[src/rtl/target_expander.sv]
// Expands a compact (nbits-style) difficulty target into a full-width
// unsigned threshold and compares a hash against it, shifting a few bytes per cycle.
module target_expander #(
    parameter int OUT_WIDTH       = 256,
    parameter int BYTES_PER_CYCLE = 1
) (
    input  logic                 clk,
    input  logic                 rst_n,
    input  logic                 in_valid,
    output logic                 in_ready,
    input  logic [31:0]          nbits_i,
    input  logic [OUT_WIDTH-1:0] hash_i,
    output logic                 out_valid,
    input  logic                 out_ready,
    output logic [OUT_WIDTH-1:0] target_o,
    output logic                 hit_o,
    output logic                 neg_o,
    output logic                 ovf_o
);

    localparam int          OB       = OUT_WIDTH / 8;
    localparam logic [31:0] LIM_ANY  = 32'(OB + 2);
    localparam logic [31:0] LIM_2B   = 32'(OB + 1);
    localparam logic [31:0] LIM_3B   = 32'(OB);
    localparam logic [7:0]  BPC      = 8'(BYTES_PER_CYCLE);

    typedef enum logic [1:0] {
        IDLE  = 2'd0,
        SHIFT = 2'd1,
        DONE  = 2'd2
    } state_t;

    state_t                 state_r;
    state_t                 state_s;
    logic [OUT_WIDTH-1:0]   work_r;
    logic [OUT_WIDTH-1:0]   hash_r;
    logic [7:0]             cnt_r;
    logic                   left_r;
    logic                   neg_r;
    logic                   ovf_r;
    logic                   in_ready_r;

    logic                   accept_s;
    logic [7:0]             exp_s;
    logic [22:0]            mant_s;
    logic [31:0]            exp32_s;
    logic                   mant_nz_s;
    logic                   neg_in_s;
    logic                   ovf_in_s;
    logic [7:0]             cnt_in_s;
    logic [7:0]             step_s;
    logic [10:0]            shamt_s;

    assign in_ready  = in_ready_r;
    assign accept_s  = in_valid & in_ready_r;
    assign exp_s     = nbits_i[31:24];
    assign mant_s    = nbits_i[22:0];
    assign exp32_s   = {24'd0, exp_s};
    assign mant_nz_s = (mant_s != 23'd0);
    assign neg_in_s  = nbits_i[23] & mant_nz_s;
    // Overflow is judged on the significant bytes of M against the output byte count.
    assign ovf_in_s  = mant_nz_s & ((exp32_s > LIM_ANY) |
                                    ((mant_s > 23'h0000FF) & (exp32_s > LIM_2B)) |
                                    ((mant_s > 23'h00FFFF) & (exp32_s > LIM_3B)));
    assign cnt_in_s  = (exp_s >= 8'd3) ? (exp_s - 8'd3) : (8'd3 - exp_s);
    assign step_s    = (cnt_r < BPC) ? cnt_r : BPC;
    assign shamt_s   = {step_s, 3'b000};

    // State register.
    always_ff @(posedge clk or negedge rst_n) begin
        if (!rst_n) begin
            state_r <= IDLE;
        end else begin
            state_r <= state_s;
        end
    end

    // Next-state logic.
    always_comb begin
        state_s = state_r;
        case (state_r)
            IDLE: begin
                if (accept_s) begin
                    if (neg_in_s | ovf_in_s | (cnt_in_s == 8'd0)) begin
                        state_s = DONE;
                    end else begin
                        state_s = SHIFT;
                    end
                end else begin
                    state_s = IDLE;
                end
            end
            SHIFT: begin
                if (cnt_r <= BPC) begin
                    state_s = DONE;
                end else begin
                    state_s = SHIFT;
                end
            end
            DONE: begin
                if (out_valid & out_ready) begin
                    state_s = IDLE;
                end else begin
                    state_s = DONE;
                end
            end
            default: state_s = IDLE;
        endcase
    end

    // Ready is registered so it stays low until the first edge after reset release.
    always_ff @(posedge clk or negedge rst_n) begin
        if (!rst_n) begin
            in_ready_r <= 1'b0;
        end else begin
            in_ready_r <= (state_s == IDLE);
        end
    end

    // Working register, shift counter and captured operands.
    always_ff @(posedge clk or negedge rst_n) begin
        if (!rst_n) begin
            work_r <= {OUT_WIDTH{1'b0}};
            hash_r <= {OUT_WIDTH{1'b0}};
            cnt_r  <= 8'd0;
            left_r <= 1'b0;
            neg_r  <= 1'b0;
            ovf_r  <= 1'b0;
        end else if (accept_s) begin
            work_r <= OUT_WIDTH'(mant_s);
            hash_r <= hash_i;
            cnt_r  <= cnt_in_s;
            left_r <= (exp_s >= 8'd3);
            neg_r  <= neg_in_s;
            ovf_r  <= ovf_in_s;
        end else if (state_r == SHIFT) begin
            work_r <= left_r ? (work_r << shamt_s) : (work_r >> shamt_s);
            cnt_r  <= cnt_r - step_s;
        end else begin
            work_r <= work_r;
            cnt_r  <= cnt_r;
        end
    end

    // Result registers: loaded once on entry to DONE, held until the handshake.
    always_ff @(posedge clk or negedge rst_n) begin
        if (!rst_n) begin
            out_valid <= 1'b0;
            target_o  <= {OUT_WIDTH{1'b0}};
            hit_o     <= 1'b0;
            neg_o     <= 1'b0;
            ovf_o     <= 1'b0;
        end else if ((state_r == DONE) && !out_valid) begin
            out_valid <= 1'b1;
            target_o  <= (neg_r | ovf_r) ? {OUT_WIDTH{1'b0}} : work_r;
            hit_o     <= (hash_r <= work_r) & ~neg_r & ~ovf_r;
            neg_o     <= neg_r;
            ovf_o     <= ovf_r;
        end else if (out_valid && out_ready) begin
            out_valid <= 1'b0;
        end else begin
            out_valid <= out_valid;
        end
    end

endmodule

[config.mk]
export PLATFORM = sky130hd
export DESIGN_NAME = target_expander
export DESIGN_NICKNAME = d
export VERILOG_FILES = /design/src/rtl/target_expander.sv
export SDC_FILE = /design/constraint.sdc
export NUM_CORES = 2
export LEC_CHECK = 0
export CORE_UTILIZATION = 55
export CTS_CLUSTER_DIAMETER = 200
export DETAILED_ROUTE_END_ITERATION = 12
export PLACE_DENSITY = 0.85
export SYNTH_ARGS = -nofsm -noshare
export SYNTH_HDL_FRONTEND = slang
export SYNTH_SLANG_ARGS = --single-unit
[constraint.sdc]
create_clock -name clk -period 4.2 [get_ports clk]
set_input_delay 0.84 -clock clk [delete_from_list [all_inputs] [get_ports clk]]
set_output_delay 0.84 -clock clk [all_outputs]
set_load 0.1 [all_outputs]
* Word-level counts from Yosys, hierarchy flattened
Cells that the tools add are included.
** Word-level totals
- Output and inout port bits :: 261
- Flip-flop bits (word level) :: 786
- Word-level logic and storage cells :: 68
- Bits of input ports :: 292
** Cells by class
- Shift operators :: 2
- Magnitude comparators :: 9
- Reductions and logical operators :: 9
- Equal/unequal tests :: 2
- Bitwise operators :: 15
- $add $sub $neg :: 3
- Muxes and demuxes :: 15
** Operators by type and width (count)
- $mux W256 :: 4
- $le A256 B256 Y1 :: 1
- $shl A256 B11 Y256 :: 1
- $shr A256 B11 Y256 :: 1
- $mux W8 :: 4
- $gt A8 B6 Y1 const B :: 3
- $gt A23 B16 Y1 const B :: 1
- $gt A23 B8 Y1 const B :: 1
- $reduce_bool A23 Y1 :: 1
- $and A1 B1 Y1 :: 8
- $ge A8 B2 Y1 const B :: 1
- $le A8 B1 Y1 const B :: 1
- $logic_not A8 Y1 :: 1
- $lt A8 B1 Y1 const B :: 1
- $mux W2 :: 4
- $sub A2 B8 Y8 const A :: 1
- $sub A8 B2 Y8 const B :: 1
- $sub A8 B8 Y8 :: 1
- $pmux W2 S3 :: 1
- $or A1 B1 Y1 :: 5
- $logic_not A2 Y1 :: 2
- $reduce_bool A2 Y1 :: 2
- $eq A2 B1 Y1 const B :: 1
- $eq A2 B2 Y1 const B :: 1
- other kinds (4) :: 7

* Logic depth before layout (Yosys ltp)
- Word-level depth :: 11
- Depth in mapped cells :: 11
- Depth with buffers taken out :: 11

* Least setup slack after synthesis
Ideal clock, no wire load.
- Path type :: input-to-reg
- Start :: input port nbits_i[27]
- End :: register state_r[1]
- Required time :: 4.105 ns
- Path slack :: 1.537 ns
- Path buffers :: 0
- Stages :: 10
- Library setup time :: 0.095 ns
- Arrival time :: 2.568 ns
- Path through :: inv_1 -> ha_1 -> nor4b_2 -> nand2_1 -> mux2_2 -> nor4_1 -> nand3_1 -> nand3b_1 -> a21oi_1 -> o31ai_1
** On the way
- Longest elaborated chain between the ends :: 10
- Elaborated cells on any way between the ends :: 18
- Those cells by class :: add/sub: 2; order compare: 4; mux: 4; bitwise: 7; reduce/logical: 1
** Ends and longest elaborated chain
- start: declaration :: line 11 : input logic [31:0] nbits_i,
- $gt A8 B6 Y1 :: line 63 : ((mant_s > 23'h0000FF) & (exp32_s > LIM_2B)) |
- $and A1 B1 Y1 :: line 63
- $or A1 B1 Y1 :: line 62 : assign ovf_in_s = mant_nz_s & ((exp32_s > LIM_ANY) |
- $or A1 B1 Y1 :: line 63
- $and A1 B1 Y1 :: line 62
- $or A1 B1 Y1 :: line 84 : if (neg_in_s | ovf_in_s | (cnt_in_s == 8'd0)) begin
- $or A1 B1 Y1 (*) :: line 84
- $mux W2 (*) :: line 84
- $mux W2 (*) :: line 83 : if (accept_s) begin
- $pmux W2 S3 (*) :: line 81 : case (state_r)
- via state_s[1] :: line 34 : state_t state_s;
- end signal: assignment :: line 74 : state_r <= state_s;
- end: declaration :: line 33 : state_t state_r;
The timed path passes the listed nets; every way through them passes the cells marked *.
A chain may end at the register's enable or synchronous reset.

* Worst setup path after layout
- Start :: register work_r[240]
- End :: register hit_o
** On the way
- Longest elaborated chain between the ends :: 3
** Ends and longest elaborated chain
- start: declaration :: line 35 : logic [OUT_WIDTH-1:0] work_r;
- start signal: assignment :: line 123 : work_r <= {OUT_WIDTH{1'b0}};
- start signal: assignment :: line 130 : work_r <= OUT_WIDTH'(mant_s);
- start signal: assignment :: line 137 : work_r <= left_r ? (work_r << shamt_s) : (work_r >> shamt_s);
- $le A256 B256 Y1 :: line 156 : hit_o <= (hash_r <= work_r) & ~neg_r & ~ovf_r;
- $and A1 B1 Y1 (2 in series) :: line 156
- end signal: assignment :: line 156
- end: declaration :: line 16 : output logic hit_o,
No other way between the ends.

==> impl_metrics.toml <==
[status]
status = "complete, no violations"

[yosys]
synth.cells.most_frequent = "nand2_1 (886), dfrtp_1 (786), inv_1 (269)"
ys_types = 55
syn_area_sq_mm = 0.0397
synth_nets = 4450
synth-seq-cells = 786
synth_ff_type = "dfrtp_1"
yosysSeqAreaShare = 0.496
synth_top_area_share = 0.496
synth_top_area_cell = "dfrtp_1"
synthCells = 3896
avgSynthCellArea_sq_um = 10.2
synth_most_common_cell = "nand2_1"
synth_edf_count = 0
synth_area_leaders = "dfrtp_1 (50%), nand2_1 (8.4%), ha_1 (8.3%)"
async_reset_ff_frac = 1.00
ys.warnings.count = 0

[clock_network]
cts_setup_buffers = 0
root_buffer = "clkbuf_16"
clock_sinks = 786
cts_resized = 0
path_clk_slew_ns = 0.07
cts_tree = "done"
htree_levels = 3
clock_latency_ns = 0.65
cts-buffers-inserted = 83
cts_hold_buf = 0
clockBufferDepth = 3

[global_routing]
antenna_found_initial = 12
grt_overflow = 0
track_usage = 0.327
grt_max_degree = 138
grt_pass1_wl_um = 187000
grt_pass1_vias = 32400

[pwr]
p_seq_frac = 0.364
p_comb_frac = 0.400
p_leak_nw = 23.3
switching_power_mw = 13.8
peakVddDrop_mv = 0.451
finalPower_mw = 32.1
intPower_mw = 18.3
p_per_area_mw_per_mm2 = 653
pwr-share-clk = 0.236
swShare = 0.429

[floorplan]
start_util = 0.556
dieArea_sq_mm = 0.0732
core_area_sq_mm = 0.0714
die_h_um = 271
rows = 98
die_width_um = 271
io_pins = 553

[sta]
rsz0062_at_grt = "false"
fmax_mhz = 291
drv_slew = 0
max_slew_margin = 0.226
finalSetupViolCount = 0
worstMarginPinSlew_ns = 1.16
final_hold_viol_count = 0
fin_setup_tns_ns = 0
fin_skew_ns = 0.0216
post-route-period-util = 0.818
fin_crit_ns = 3.43

[setup_path]
worstSetupPathType = "register to register"
crit_buf_inv = 1
cp-start-kind = "register"
slowest_stage = "nor4_1"
cp_cell_sequence = "inv_1 > ha_1 > nand4_1 > nor4_1 > nand3_1 > nor2_1 > nand4_1 > nor4_1 > a21oi_1 > o21ai_0"
arrival_ns = 3.98
path_max_fanout = 5
critPathRequiredTime_ns = 4.75
cp-end-kind = "register"
crit_family = "simple AND/OR/NAND/NOR gates"
max_stage_delay_ns = 0.71

[finish]
area_delta_synth_final_pct = 23.8
fillCellCount = 5072
nNetsFinal = 4943
drive_gt1_frac = 0.104
seq_area_sq_mm = 0.0197
multiInputGateArea_sq_mm = 0.0179

[place]
port_buffers = 552
dp_hpwl_um = 83800
place.gp.congestion = 0.909

[detailed_routing]
drtAntennaViolNets = 0
routed_wirelength_um = 120000
routedWlPerCell_um = 22.2
remaining_drc_errors = 0
drt_iter0_drc = 2950
route.vias.total = 32400
via_per_inst = 5.98
first_pass_iters = 6

[flow_run]
cap_violations = 0

[min_path]
hold_path_class = "primary input to async pin"
==> stage by stage <==
| step | cells | area (sq um) | utilization | setup WS (ns) | hold slack (ns) |
|---|---|---|---|---|---|
| floorplan | 3896 | 39700 | - | 1.54 | 0.450 |
| global placement | 5254 | 46300 | 0.649 | 0.611 | 0.462 |
| detailed placement | 5254 | 46300 | 0.649 | 0.651 | 0.467 |
| CTS | 5401 | 49100 | 0.688 | 0.744 | 0.279 |
| global route | 5410 | 49100 | 0.688 | 0.534 | 0.298 |
| finish | 5410 | 49100 | 0.688 | 0.766 | 0.255 |
==> path summary, 6_finish.rpt <==
check	start	endpoint	slack [ns]	cells after the start
worst max-delay path	work_r[240]$_DFFE_PN0P_	hit_o$_DFFE_PN0P_	0.77	10
worst min-delay path	rst_n	target_o[16]$_DFFE_PN0P_	0.25	1
min in group clk	hash_r[142]$_DFFE_PN0P_	hash_r[142]$_DFFE_PN0P_	0.48	2
worst min register to register	hash_r[142]$_DFFE_PN0P_	hash_r[142]$_DFFE_PN0P_	0.48	2
max in group asynchronous	rst_n	target_o[98]$_DFFE_PN0P_	2.83	3
worst max register to register	work_r[240]$_DFFE_PN0P_	hit_o$_DFFE_PN0P_	0.77	10
==> cells by family (layout without fill, tap and decap cells) <==
family          after synthesis  in the layout  synth area share
other cells                   0              9                 0
xor+xnor                      9              9           0.00199
buf+inv                     503           1058            0.0530
mux                         230            230            0.0581
flops                       786            786             0.496
fa+ha+maj                   262            262            0.0827
simple gates               1316           1316             0.135
compound gates              790            790             0.173
==> per-layer routing <==
metal  routed length [um]  vias up  GRT usage
met5                   37        -          0
met4                 6110        6      0.162
met3                 9320      348     0.0595
met2                56300     1474      0.517
met1                48100    16000      0.433
li1                     -    14500          -
==> power groups by stage <==
stage	registers [mW]	logic, mW	clock network (mW)
floorplan	13.3	6.88	0
global placement	11.6	12.1	0
detailed placement	11.7	12.7	0
CTS	11.6	12.8	7.62
global route	11.8	14.1	7.92
finish	11.7	12.8	7.57
==> layout by cell type, fill, tap and decap left out, types with 9 or more instances in the layout <==
master	n
a211oi_1	12
nand4_1	61
mux2i_1	228
dfrtp_1	785
nor2b_1	9
buf_4	68
nor4_1	24
a21o_1	26
o21ai_1	15
inv_1	269
a31oi_1	12
clkbuf_1	16
a22o_1	256
nand2_1	885
nand3_1	34
diode_2	9
a211oi_2	225
nor3_1	18
clkbuf_8	19
nor2_1	250
clkbuf_16	83
buf_12	25
or3_1	10
clkdlybuf4s50_1	548
o211ai_1	21
ha_1	262
a21oi_1	126
clkinv_2	14
o21ai_0	67
==> flip-flops by register name, indices dropped and copies added, names as in the netlist <==
name,flops
hash_r,256
target_o,256
work_r,256
cnt_r,8
state_r,2
hit_o,1
in_ready,1
left_r,1
neg_o,1
neg_r,1
out_valid,1
ovf_o,1
ovf_r,1
==> area by class of cell <==
cell class | count | share of cell area
sequential | 786 | 0.401
multi-input combinational | 2607 | 0.365
timing repair buffer | 642 | 0.133
clock buffer | 118 | 0.0488
tap | 950 | 0.0242
inverter | 269 | 0.0206
clock inverter | 29 | 0.00803
antenna | 9 | 0.000459
No activity file was read; power rests on OpenSTA's default activity.
